`config.mk`:
```
export PLATFORM = sky130hd
export DESIGN_NAME = phase0_lookup_arbiter
export DESIGN_NICKNAME = d
export VERILOG_FILES = /design/src/rtl/phase0_pkg.sv /design/src/rtl/phase0_lookup_arbiter_rr_arbiter.sv /design/src/rtl/phase0_lookup_arbiter.sv
export SDC_FILE = /design/constraint.sdc
export NUM_CORES = 1
export LEC_CHECK = 0
export ABC_AREA = 1
export ABC_CLOCK_PERIOD_IN_PS = 4700
export CAP_MARGIN = 40
export CORE_ASPECT_RATIO = 1.4
export CORE_MARGIN = 2
export CORE_UTILIZATION = 33
export CTS_BUF_LIST = sky130_fd_sc_hd__clkbuf_8
export CTS_CLUSTER_DIAMETER = 80
export DETAILED_ROUTE_END_ITERATION = 10
export GPL_TIMING_DRIVEN = 0
export PLACE_DENSITY = 0.63
export SYNTH_ARGS = -nofsm -noshare
export SYNTH_HDL_FRONTEND = slang
export SYNTH_SLANG_ARGS = --single-unit
export TNS_END_PERCENT = 20
```
`constraint.sdc`:
```
create_clock -name clka -period 4.7 [get_ports clka]
set_input_delay 0.705 -clock clka [delete_from_list [all_inputs] [get_ports clka]]
set_output_delay 0.705 -clock clka [all_outputs]
set_load 0.02 [all_outputs]
```
`src/rtl/phase0_pkg.sv`:
```
// Shared types and helpers for the phase0 lookup arbiter: default BRAM widths,
// the in-flight lookup tag and a one-hot decoder for requester indices.
package phase0_pkg;

  localparam int DEFAULT_ADDR_WIDTH = 16;
  localparam int DEFAULT_DATA_WIDTH = 16;

  // Tag ids are sized for the largest supported requester count; callers
  // truncate the decoded vector down to their own NUM_REQ.
  localparam int TAG_ID_WIDTH = 8;
  localparam int MAX_REQ      = 1 << TAG_ID_WIDTH;

  typedef struct packed {
    logic                    valid;
    logic [TAG_ID_WIDTH-1:0] id;
  } lookup_tag_t;

  function automatic logic [MAX_REQ-1:0] onehot_from_index(input logic [TAG_ID_WIDTH-1:0] idx);
    logic [MAX_REQ-1:0] vec;
    vec      = '0;
    vec[idx] = 1'b1;
    return vec;
  endfunction

endpackage

```
`src/rtl/phase0_lookup_arbiter_rr_arbiter.sv`:
```
// Combinational round-robin arbiter: searches from last_grant+1 upward
// (wrapping) and returns the first requester found as one-hot and index.
module rr_arbiter #(
  parameter  int NUM_REQ   = 4,
  localparam int IDX_WIDTH = $clog2(NUM_REQ)
) (
  input  logic [NUM_REQ-1:0]   req,
  input  logic [IDX_WIDTH-1:0] last_grant,
  output logic [NUM_REQ-1:0]   grant,
  output logic [IDX_WIDTH-1:0] grant_idx
);

  always_comb begin
    logic                 found;
    logic [IDX_WIDTH-1:0] cand;
    grant     = '0;
    grant_idx = '0;
    found     = 1'b0;
    cand      = '0;
    for (int k = 1; k <= NUM_REQ; k++) begin
      cand = IDX_WIDTH'((int'(last_grant) + k) % NUM_REQ);
      if (!found && req[cand]) begin
        found       = 1'b1;
        grant[cand] = 1'b1;
        grant_idx   = cand;
      end
    end
  end

endmodule

```
`src/rtl/phase0_lookup_arbiter.sv`:
```
// Shares one synchronous-read phase0 BRAM between NUM_REQ requesters with
// round-robin arbitration, tagging each lookup so its result returns to its issuer.
module phase0_lookup_arbiter
  import phase0_pkg::*;
#(
  parameter int NUM_REQ    = 4,
  parameter int ADDR_WIDTH = DEFAULT_ADDR_WIDTH,
  parameter int DATA_WIDTH = DEFAULT_DATA_WIDTH,
  parameter int RD_LATENCY = 1,
  parameter int CNT_WIDTH  = 32
) (
  input  logic                          clka,
  input  logic                          rst_n,
  input  logic [NUM_REQ-1:0]            req_valid,
  input  logic [NUM_REQ*ADDR_WIDTH-1:0] req_addr,
  output logic [NUM_REQ-1:0]            req_ready,
  output logic                          bram_ena,
  output logic [ADDR_WIDTH-1:0]         bram_addra,
  input  logic [DATA_WIDTH-1:0]         bram_douta,
  output logic [NUM_REQ-1:0]            resp_valid,
  output logic [DATA_WIDTH-1:0]         resp_data,
  output logic [CNT_WIDTH-1:0]          lookup_count
);

  localparam int IDX_WIDTH = $clog2(NUM_REQ);

  logic [NUM_REQ-1:0]   req_live;
  logic [NUM_REQ-1:0]   grant;
  logic [IDX_WIDTH-1:0] grant_idx;
  logic [IDX_WIDTH-1:0] last_grant;
  logic                 transfer;
  lookup_tag_t          tag_pipe [RD_LATENCY];
  lookup_tag_t          tag_last;

  // Nothing is granted while reset is held, so no lookup can slip in during reset.
  assign req_live = req_valid & {NUM_REQ{rst_n}};

  rr_arbiter #(.NUM_REQ(NUM_REQ)) u_rr_arbiter (
    .req        (req_live),
    .last_grant (last_grant),
    .grant      (grant),
    .grant_idx  (grant_idx)
  );

  assign transfer  = |grant;
  assign req_ready = grant;
  assign bram_ena  = transfer;
  assign tag_last  = tag_pipe[RD_LATENCY-1];

  always_comb begin
    bram_addra = '0;
    for (int i = 0; i < NUM_REQ; i++) begin
      if (grant[i]) bram_addra = req_addr[i*ADDR_WIDTH +: ADDR_WIDTH];
    end
  end

  // Tag pipeline mirrors the BRAM read latency so the tag emerges with its data.
  always_ff @(posedge clka or negedge rst_n) begin
    if (!rst_n) begin
      last_grant <= IDX_WIDTH'(NUM_REQ - 1);
      for (int s = 0; s < RD_LATENCY; s++) tag_pipe[s] <= '0;
    end else begin
      if (transfer) last_grant <= grant_idx;
      tag_pipe[0] <= '{valid: transfer, id: TAG_ID_WIDTH'(grant_idx)};
      for (int s = 1; s < RD_LATENCY; s++) tag_pipe[s] <= tag_pipe[s-1];
    end
  end

  always_ff @(posedge clka or negedge rst_n) begin
    if (!rst_n) begin
      resp_valid <= '0;
      resp_data  <= '0;
    end else if (tag_last.valid) begin
      resp_valid <= NUM_REQ'(onehot_from_index(tag_last.id));
      resp_data  <= bram_douta;
    end else begin
      resp_valid <= '0;
    end
  end

  always_ff @(posedge clka or negedge rst_n) begin
    if (!rst_n) begin
      lookup_count <= '0;
    end else if (transfer && lookup_count != '1) begin
      lookup_count <= lookup_count + CNT_WIDTH'(1);
    end
  end

endmodule
```
* After elaboration in Yosys (flattened, before gate mapping) *
Index checks and enable logic that the tools add are counted.

cells by class
  $add $sub $neg = 5
  order comparisons = 10
  muxes and demuxes = 34
  eq/ne operators = 1
  reduce and logical (&&, ||, !) cells = 13
  bitwise logic cells = 4

operator list
  kind                                                                                 count
  16-bit 2-to-1 mux                                                                    4
  32-bit by 1-bit adder with 32-bit output, second input constant                      1
  32-bit != test, second input constant                                                1
  4-bit 2-to-1 mux                                                                     5
  2-bit by 3-bit less-than comparator with 1-bit output, second input constant         4
  1-bit 2-to-1 mux                                                                     12
  4-bit OR                                                                             3
  1-bit demux with 2-bit select                                                        5
  2-bit by 1-bit greater-or-equal comparator with 1-bit output, second input constant  5
  1-bit logical AND                                                                    9
  2-bit by 9-bit less-than comparator with 1-bit output, second input constant         1
  1-bit binary-select mux with 2-bit select                                            4
  2-bit 2-to-1 mux                                                                     4
  2-bit by 1-bit adder with 2-bit output, second input constant                        2
  2-bit adder, second input constant                                                   2
  4-bit AND                                                                            1
  4-bit OR reduction                                                                   1
  1-bit logical NOT                                                                    3

storage, ports and cells
  word-level logic and storage cells = 73
  register bits = 57
  input port bits = 86

* Depth between registers and ports, before layout *
Gate-level depths: netlist (run 1).

  depth after elaboration = 17
  gate-level depth with buffers = 15
  depth with buffers taken out = 14

* Modules after synthesis *
From an unflattened synthesis (run 1), not the netlist that was laid out.

second synthesis, totals
  cells, all modules = 624
  area total of the unflattened synthesis = 4,073.9 um2

by module, submodules not included
  module                 times used  cells an instance  area each (um2)
  phase0_lookup_arbiter  1           539                3,538.4
  rr_arbiter             1           85                 535.5

* Least setup slack after synthesis (run 1) *
No wires, ideal clock.

  path type = register to output
  from = register last_grant[0]
  to = output bram_addra[12]
  arrival = 2.330 ns
  slack = 1.665 ns
  cell stages (with the launch flop) = 15
  cells stage by stage = dfstp_2 > inv_2 > ha_1 > inv_1 > nand3_2 > nand2_4 > nor2_4 > a21boi_2 > nand3_2 > inv_2 > buf_2 > nand3_1 > nand2_1 > nand2_1 > nand2_1

between the ends
  longest elaborated chain between the ends = 17

RTL lines
  what                                                                                            line                                    RTL
  start: declaration                                                                              phase0_lookup_arbiter.sv:30             logic [IDX_WIDTH-1:0] last_grant;
  start signal: assignment                                                                        phase0_lookup_arbiter.sv:60             last_grant <= IDX_WIDTH'(NUM_REQ - 1);
  start signal: assignment                                                                        phase0_lookup_arbiter.sv:63             if (transfer) last_grant <= grant_idx;
  branches (longest 12 deep; another with 2-bit by 3-bit less-than comparator with 1-bit output)  --
  4-bit 2-to-1 mux (*)                                                                            phase0_lookup_arbiter_rr_arbiter.sv:22  if (!found && req[cand]) begin
  16-bit 2-to-1 mux (3 in series)                                                                 phase0_lookup_arbiter.sv:53             if (grant[i]) bram_addra = req_addr[i*ADDR_WIDTH +: ADDR_WIDTH];
  16-bit 2-to-1 mux (*)                                                                           phase0_lookup_arbiter.sv:53
  end: declaration                                                                                phase0_lookup_arbiter.sv:18             output logic [ADDR_WIDTH-1:0] bram_addra,

Mark *: on every way between the ends. The select of a mux whose other input is x is not followed.

* Worst setup path in the final report (run 1) *
  from = register last_grant[0]
  to = output bram_addra[13]

The elaborated chain is that of the path after synthesis.

==> metrics.md, run 1 <==
| Metric | Value |
|---|---|
| Drt pass-1 iters | 6 |
| Core area | 12400 um^2 |
| Die height | 138 um |
| Clock Skews | 0.00507 ns |
| Max-Cap Viols | 0 |
| Core Rows | 48 |
| CTS Buf Count | 9 |
| DR vias/cell | 4.91 |
| Combinational Power Share | 75.6% |
| Pins over their slew limit | 0 |
| Status | finished, final reports clean |
| Vias in the first global route | 4461 |
| # Post-CTS Setup Buffers | 0 |
| Maximum clock rate | 225 MHz |
| Psw | 2.62 mW |
| Tot Pwr | 5.16 mW |
| CP peak stage delay | 0.66 ns |
| Post-CTS sizing | 0 |
| Initial Utilization | 34.1% |
| P_int | 2.54 mW |
| Place WS | 0.0229 ns |
| Worst-margin pin slew | 0.514 ns |
| Final worst slack | 0.258 ns |
| GPL Wtd Cong | 0.903 |
| CTS tree | built |
| Crit path arrival time | 3.74 ns |
| Mapped Area | 4210 um^2 |
| Placed Area | 6000 um^2 |
| Util after Layout | 50.3% |
| WL final | 13.1 mm |
| Critical path required time | 3.99 ns |
| Cells after synthesis | 591 |
| Iter 0 DRT Violations | 210 |
| Crit path cell chain | inv_2, ha_1, inv_1, nand3_2, nand2_4, nor2_4, a21boi_2, nand3_2, inv_2, buf_2, nand3_1, nand2_1, nand2_1, nand2_1, clkdlybuf4s50_1 |
| CTS HTree Levels | 3 |
| Power per standard cell area | 829 nW/um^2 |
| Worst Setup Path Type | reg -> out |
| Fin. Hold Viols | 0 |
| N_diodes | 0 |
| Synth Net Count | 686 |
| Post-DP HPWL | 10.6 mm |
| Cts hold-fix bufs | 0 |
| ANT nets after route | 0 |
| Final net count | 856 |
| Synth cell types | 33 |
| Yosys warns | 0 |
| Clock share of power | 9.9% |
| Critical-path top delay cell | dfstp_2 |
| Worst setup SP type | register |
| Initial antenna violation count | 0 |
| Vias | 4493 |
| Post-synthesis sequential area ratio | 33.9% |
| Area Overhead vs Synth | 47.7% |
| Largest net degree at the start of global routing | 38 |
| Share of layout cells above drive strength 1 | 11.8% |
| Sw Share | 50.8% |
| Post-DR wirelength/cell | 14.3 um |
| RSZ-0062 raised after global routing | no |
| First-pass GRT wire length | 21.2 mm |
| Overflow after GRT | 0 |
| # DRC | 0 |
| Number of port buffers | 158 |
| Clock Sinks | 57 |
| Die Footprint | 13700 um^2 |
| Clk buf depth | 2 |
| FF+latch count, synth | 57 |
| # setup viols final | 0 |
| Clock-pin transition on the worst setup and hold timing paths | 0.07 ns |
| Min cycle time layout | 4.44 ns |
| CTS root buffer | clkbuf_8 |
| Crit Path Max Fanout | 10 |
| Endpoint class of the critical path | output pin |
| VDD IR-drop max | 0.656 mV |
| Leak pwr | 2.92 nW |
| WHS | 0.191 ns |
| I/O pin total | 159 |
| Tot GR Track Use | 19.4% |
| Period utilisation layout | 94.5% |
| Top cell by count, worst path | nand2_1 |
| Syn Area/Cell | 7.13 um^2 |
| Die Wd | 99.5 um |
| Hold Path Class | in -> async |
| Clk_lat worst skew | 0.35 ns |
| Share of power burned in registers | 14.4% |
| Worst slew margin | 65.5% |
| Finished layout cell area | 6220 um^2 |
==> layout make-up <==
cell class / count / area, um^2
buffer: 24 / 168
sequential: 57 / 1430
fill: 1232 / 6150
multi-input combinational: 466 / 2450
timing repair buffer: 159 / 1600
clock buffer: 10 / 138
tap: 150 / 188
inverter: 44 / 165
clock inverter: 5 / 80.1
==> cells in the final DEF (no fill, tap or decap), types with 3 or more instances in the layout <==
cell,n
a21oi_1,33
dfrtp_1,55
nand3_1,33
nand2_2,4
xor2_1,22
buf_12,4
buf_2,11
xnor2_1,7
nand2_1,243
inv_1,41
clkbuf_8,10
clkdlybuf4s50_1,157
nand4_1,10
nor2_1,24
nor4_1,7
nor3_1,19
ha_1,9
nand3_2,37
clkbuf_1,7
inv_2,3
==> layer usage <==
| layer | share of wire (%) | global-route usage, % | wire, um | vias to the layer above |
|---|---|---|---|---|
| met1 | 39 | 20.5 | 5040 | 2048 |
| li1 | - | - | - | 2244 |
| met3 | 6.5 | 4.21 | 852 | 24 |
| met2 | 52 | 36.6 | 6820 | 177 |
| met4 | 2.7 | 8.14 | 356 | 0 |
| met5 | 0 | 0 | 0 | - |
==> synth_stat cells <==
| cell type | number | area (um^2) |
|---|---|---|
| nand2_1 | 243 | 912 |
| nor4_2 | 1 | 12.5 |
| xnor2_1 | 7 | 61.3 |
| a21boi_1 | 2 | 15.0 |
| a21boi_0 | 1 | 7.51 |
| nand3_1 | 33 | 165 |
| nand4_2 | 1 | 12.5 |
| buf_4 | 2 | 15.0 |
| nand2_2 | 4 | 25.0 |
| dfstp_2 | 2 | 52.6 |
| nand3b_1 | 1 | 7.51 |
| inv_2 | 3 | 11.3 |
| dfrtp_1 | 55 | 1380 |
| nand2_4 | 2 | 22.5 |
| and2_1 | 2 | 12.5 |
| buf_12 | 3 | 60.1 |
| nor2_1 | 24 | 90.1 |
| o21ai_0 | 2 | 10.0 |
| xor2_1 | 22 | 193 |
| a21oi_1 | 33 | 165 |
| clkbuf_1 | 7 | 26.3 |
| buf_2 | 11 | 55.1 |
| nand3_2 | 37 | 370 |
| ha_1 | 9 | 113 |
| nor2_4 | 2 | 22.5 |
| nand4_1 | 10 | 62.6 |
| inv_1 | 41 | 154 |
| nor4_1 | 7 | 43.8 |
| buf_6 | 1 | 11.3 |
| nor3_1 | 19 | 95.1 |
| a21oi_2 | 1 | 8.76 |
| nor2_2 | 2 | 12.5 |
| a21boi_2 | 1 | 11.3 |
==> sequential cells by signal (all words and copies together), names as in the netlist <==
signal	count
last_grant	2
lookup_count	32
resp_data	16
resp_valid	4
tag_last	3
==> power groups by stage <==
| stage | Combinational, mW | Clock (mW) | Sequential (mW) |
|---|---|---|---|
| finish | 3.90 | 0.512 | 0.745 |
| global route | 4.26 | 0.538 | 0.765 |
| CTS | 3.94 | 0.524 | 0.744 |
| detailed placement | 3.92 | 0 | 0.753 |
| global placement | 3.87 | 0 | 0.749 |
| floorplan | 2.38 | 0 | 0.856 |
==> kinds of logic (layout without fill, tap and decap cells) <==
group                    count (synthesis)  count (layout)  synth area share [%]
AND/OR/NAND/NOR                        388             388                  44.3
buffers and inverters                   68             242                  7.90
flip-flops                              57              57                  33.9
AO/OA/AOI/OAI                           40              40                  5.17
XOR/XNOR                                29              29                  6.03
adder cells (fa/ha/maj)                  9               9                  2.67
==> critical path: cells and delay by family, from the launching register on <==
kind | cells | cell delay [ns]
and+or+nand+nor | 8 | 0.88
AOI/OAI and AO/OA | 1 | 0.13
adders and majority gates | 1 | 0.37
DFF | 1 | 0.66
buffers and inverters | 5 | 1.34
==> path summary, 6_finish.rpt <==
| check | startpoint | to | slack [ns] | cells past startpoint |
|---|---|---|---|---|
| min in group clka | tag_last[1] | resp_valid[0] | 0.46 | 1 |
| max in group asynchronous | rst_n | resp_valid[2] | 4.05 | 2 |
| worst min-delay path | rst_n | lookup_count[20] | 0.19 | 1 |
| worst min register to register | tag_last[1] | resp_valid[0] | 0.46 | 1 |
| worst max-delay path | last_grant[0] | bram_addra[13] | 0.26 | 15 |
| worst max register to register | last_grant[0] | lookup_count[20] | 1.87 | 14 |
==> through the flow <==
| stage | instances | setup TNS, ns |
|---|---|---|
| after floorplan | 591 | 0 |
| after global placement | 899 | -45.85 |
| after detailed placement | 900 | 0 |
| after CTS | 915 | 0 |
| after global routing | 915 | 0 |
| final | 915 | 0 |
Power figures use the tool's default switching activity.
==> run 2, diff against run 1 <==
--- a/config.mk
+++ b/config.mk
@@ -10,12 +10,12 @@
 export CAP_MARGIN = 40
 export CORE_ASPECT_RATIO = 1.4
 export CORE_MARGIN = 2
-export CORE_UTILIZATION = 33
+export CORE_UTILIZATION = 50
 export CTS_BUF_LIST = sky130_fd_sc_hd__clkbuf_8
 export CTS_CLUSTER_DIAMETER = 80
 export DETAILED_ROUTE_END_ITERATION = 10
 export GPL_TIMING_DRIVEN = 0
-export PLACE_DENSITY = 0.63
+export PLACE_DENSITY = 0.89
 export SYNTH_ARGS = -nofsm -noshare
 export SYNTH_HDL_FRONTEND = slang
 export SYNTH_SLANG_ARGS = --single-unit
==> run 2 against run 1 <==
  * Count of clock-buffer cells in the layout is the same
  * Maximum frequency grew 1.3%
  * Critical endpoint is now bram_addra[14]
  * Largest power group unchanged
  * Cell count shrank 5.1%
  * Global-route usage grew 9.2 points
  * Clock power shrank 14%
  * Core utilization grew 25 points
  * Cell area shrank 1.5%
  * Via count grew 2.5%
  * Hold slack gained 0.11 ns
==> metrics.md, run 2 (synthesis results as in run 1) <==
| Metric | Value |
|---|---|
| Status | finished, final reports clean |
| Crit path from | last_grant[0] |
| # setup viols final | 0 (unchanged) |
| Fin. Hold Viols | 0 (unchanged) |
| Clk_lat worst skew | 0.35 ns (about the same) |
| Clk buf depth | 2 (unchanged) |
| Endpoint class of the critical path | output pin |
| Register area | 1430 um^2 (unchanged) |
| Most frequent cells in the layout | 243 x nand2_1, 157 x clkdlybuf4s50_1, 55 x dfrtp_1, 44 x inv_1, 37 x nand3_2 |
| Largest reg by FF count | lookup_count |
| CTS Buf Count | 9 (unchanged) |
| Clock Sinks | 57 (unchanged) |
| Place WS | 0.414 ns (+0.392 ns) |
| Max reg flops | 32 (unchanged) |
| Initial antenna violation count | 0 (unchanged) |
| Multi-input logic area | 2450 um^2 (unchanged) |
| GPL Wtd Cong | 0.965 (+6.8%) |
| CTS root buffer | clkbuf_8 |
| Cts hold-fix bufs | 0 (unchanged) |
| Crit Path Max Fanout | 10 (unchanged) |
| Power per standard cell area | 829 nW/um^2 (about the same) |
| ANT nets after route | 0 (unchanged) |
| CTS tree | built |
| Post-DP HPWL | 10.3 mm (-3.2%) |
| Worst r2r src | last_grant[0] |
| Post-DR wirelength/cell | 14.6 um (+2.3%) |
| CTS HTree Levels | 3 (unchanged) |
| Post-CTS sizing | 0 (unchanged) |
| First-pass GRT wire length | 20.4 mm (-3.7%) |
| Max-Cap Viols | 0 (unchanged) |
| Area Overhead vs Synth | 45.5% |
| Iter 0 DRT Violations | 376 (+79%) |
| Most common cell after layout, fill and taps aside | nand2_1 |
| # Post-CTS Setup Buffers | 0 (unchanged) |
| Post-route insts no fill | 868 (-5.1%) |
| Die Wd | 81.6 um (-18%) |
| Initial Utilization | 51.7% (+18 points) |
| Placed instance count | 852 (-5.3%) |
| Core Rows | 39 (-19%) |
| Worst setup SP type | register |
| Worst-margin pin slew | 0.541 ns (+0.0271 ns) |
| Maximum clock rate | 228 MHz (+1.3%) |
| WL final | 12.7 mm (-3.0%) |
| VDD IR-drop max | 0.656 mV (about the same) |
| Hold Path Class | in -> async |
| Fill cells | 592 (-52%) |
| Final net count | 856 (unchanged) |
| Die height | 113 um (-18%) |
| Overflow after GRT | 0 (unchanged) |
| Core area | 8150 um^2 (-34%) |
| Vias in the first global route | 4652 (+4.3%) |
| N_diodes | 0 (unchanged) |
| Finished layout cell area | 6130 um^2 (-1.5%) |
| Top cell by count, worst path | nand2_1 |
| Placed Area | 5940 um^2 (-1.0%) |
| Crit path cell chain | inv_2, ha_1, inv_1, nand3_2, nand2_4, nor2_4, a21boi_2, nand3_2, inv_2, buf_2, nand3_1, nand2_1, nand2_1, nand2_1, clkdlybuf4s50_1 |
| Vias | 4604 (+2.5%) |
| Critical path required time | 3.99 ns (about the same) |
| Number of port buffers | 158 (unchanged) |
| Tot GR Track Use | 28.5% (+9.2 points) |
| Drt pass-1 iters | 5 (-1) |
| Final worst slack | 0.315 ns (+0.0573 ns) |
| Pins over their slew limit | 0 (unchanged) |
| Clock-pin transition on the worst setup and hold timing paths | 0.07 ns (about the same) |
| Worst slew margin | 63.7% (-1.8 points) |
| Util after Layout | 75.2% (+25 points) |
| I/O pin total | 159 (unchanged) |
| Period utilisation layout | 93.3% (-1.2 points) |
| Largest regs | lookup_count x32, resp_data x16, resp_valid x4 |
| Die Footprint | 9190 um^2 (-33%) |
| Worst Setup Path Type | reg -> out |
| Clock Skews | 0.00812 ns (+0.00304 ns) |
| Largest net degree at the start of global routing | 40 (+5.3%) |
| Share of layout cells above drive strength 1 | 11.5% (-0.28 points) |
| Crit path arrival time | 3.68 ns (-0.06 ns) |
| Min cycle time layout | 4.38 ns (-0.0573 ns) |
| Leak pwr | 2.92 nW (about the same) |
| DR vias/cell | 5.30 (+8.0%) |
| # DRC | 0 (unchanged) |
| RSZ-0062 raised after global routing | no |
| CP peak stage delay | 0.66 ns (about the same) |
| Critical-path top delay cell | dfstp_2 |
## run 2: cell types whose count changed in the layout (fill, tap and decap cells not counted), sizes merged
| cell | change |
|---|---|
| inv | +3 |
| bufinv | -1 |
| clkinvlp | -1 |
## run 2: worst max-delay path: cells and delay by family, from the launching register on
kind,cells,cell delay (ns)
buffers and inverters,5,1.32
AND/OR/NAND/NOR,8,0.86
flip-flops,1,0.66
AO/OA/AOI/OAI,1,0.13
adder cells (fa/ha/maj),1,0.37
## run 2: final cells by class
class | count | area share [%]
Sequential cell | 57 | 23.3
Multi-Input combinational cell | 466 | 40.0
Clock inverter | 6 | 0.878
Buffer | 24 | 2.74
Inverter | 44 | 2.69
Clock buffer | 10 | 2.25
Timing Repair Buffer | 159 | 26.1
Tap cell | 102 | 2.08
## run 2: final timing paths
check                                    to  slack, ns  depth (start not counted)
max                          bram_addra[14]       0.32                         15
min                           resp_data[12]       0.30                          1
max reg2reg                lookup_count[26]       1.93                         14
min reg2reg                    resp_data[3]       0.47                          2
max in group asynchronous     last_grant[1]       3.77                          2
min in group clka              resp_data[3]       0.47                          2
## run 2: layer usage
layer | share of wire (%) | track usage [%]
met4 | 4.6 | 15.4
met2 | 53 | 52.7
met3 | 8.4 | 8.04
met5 | 0 | 0
met1 | 34 | 27.4
## run 2: metrics by stage
step | hold slack (ns) | power [mW] | TNS (ns)
floorplan | 0.409 | 3.24 | 0
global placement | 0.446 | 4.53 | -35.31
detailed placement | 0.457 | 4.64 | 0
CTS | 0.298 | 5.09 | 0
global route | 0.316 | 5.43 | 0
finish | 0.297 | 5.08 | 0
## run 2: report_power, final
part           internal, mW  total, mW  switching, mW
clock network         0.252      0.442          0.190
registers             0.635      0.743          0.108
logic                  1.60       3.89           2.30
total                  2.48       5.08           2.60
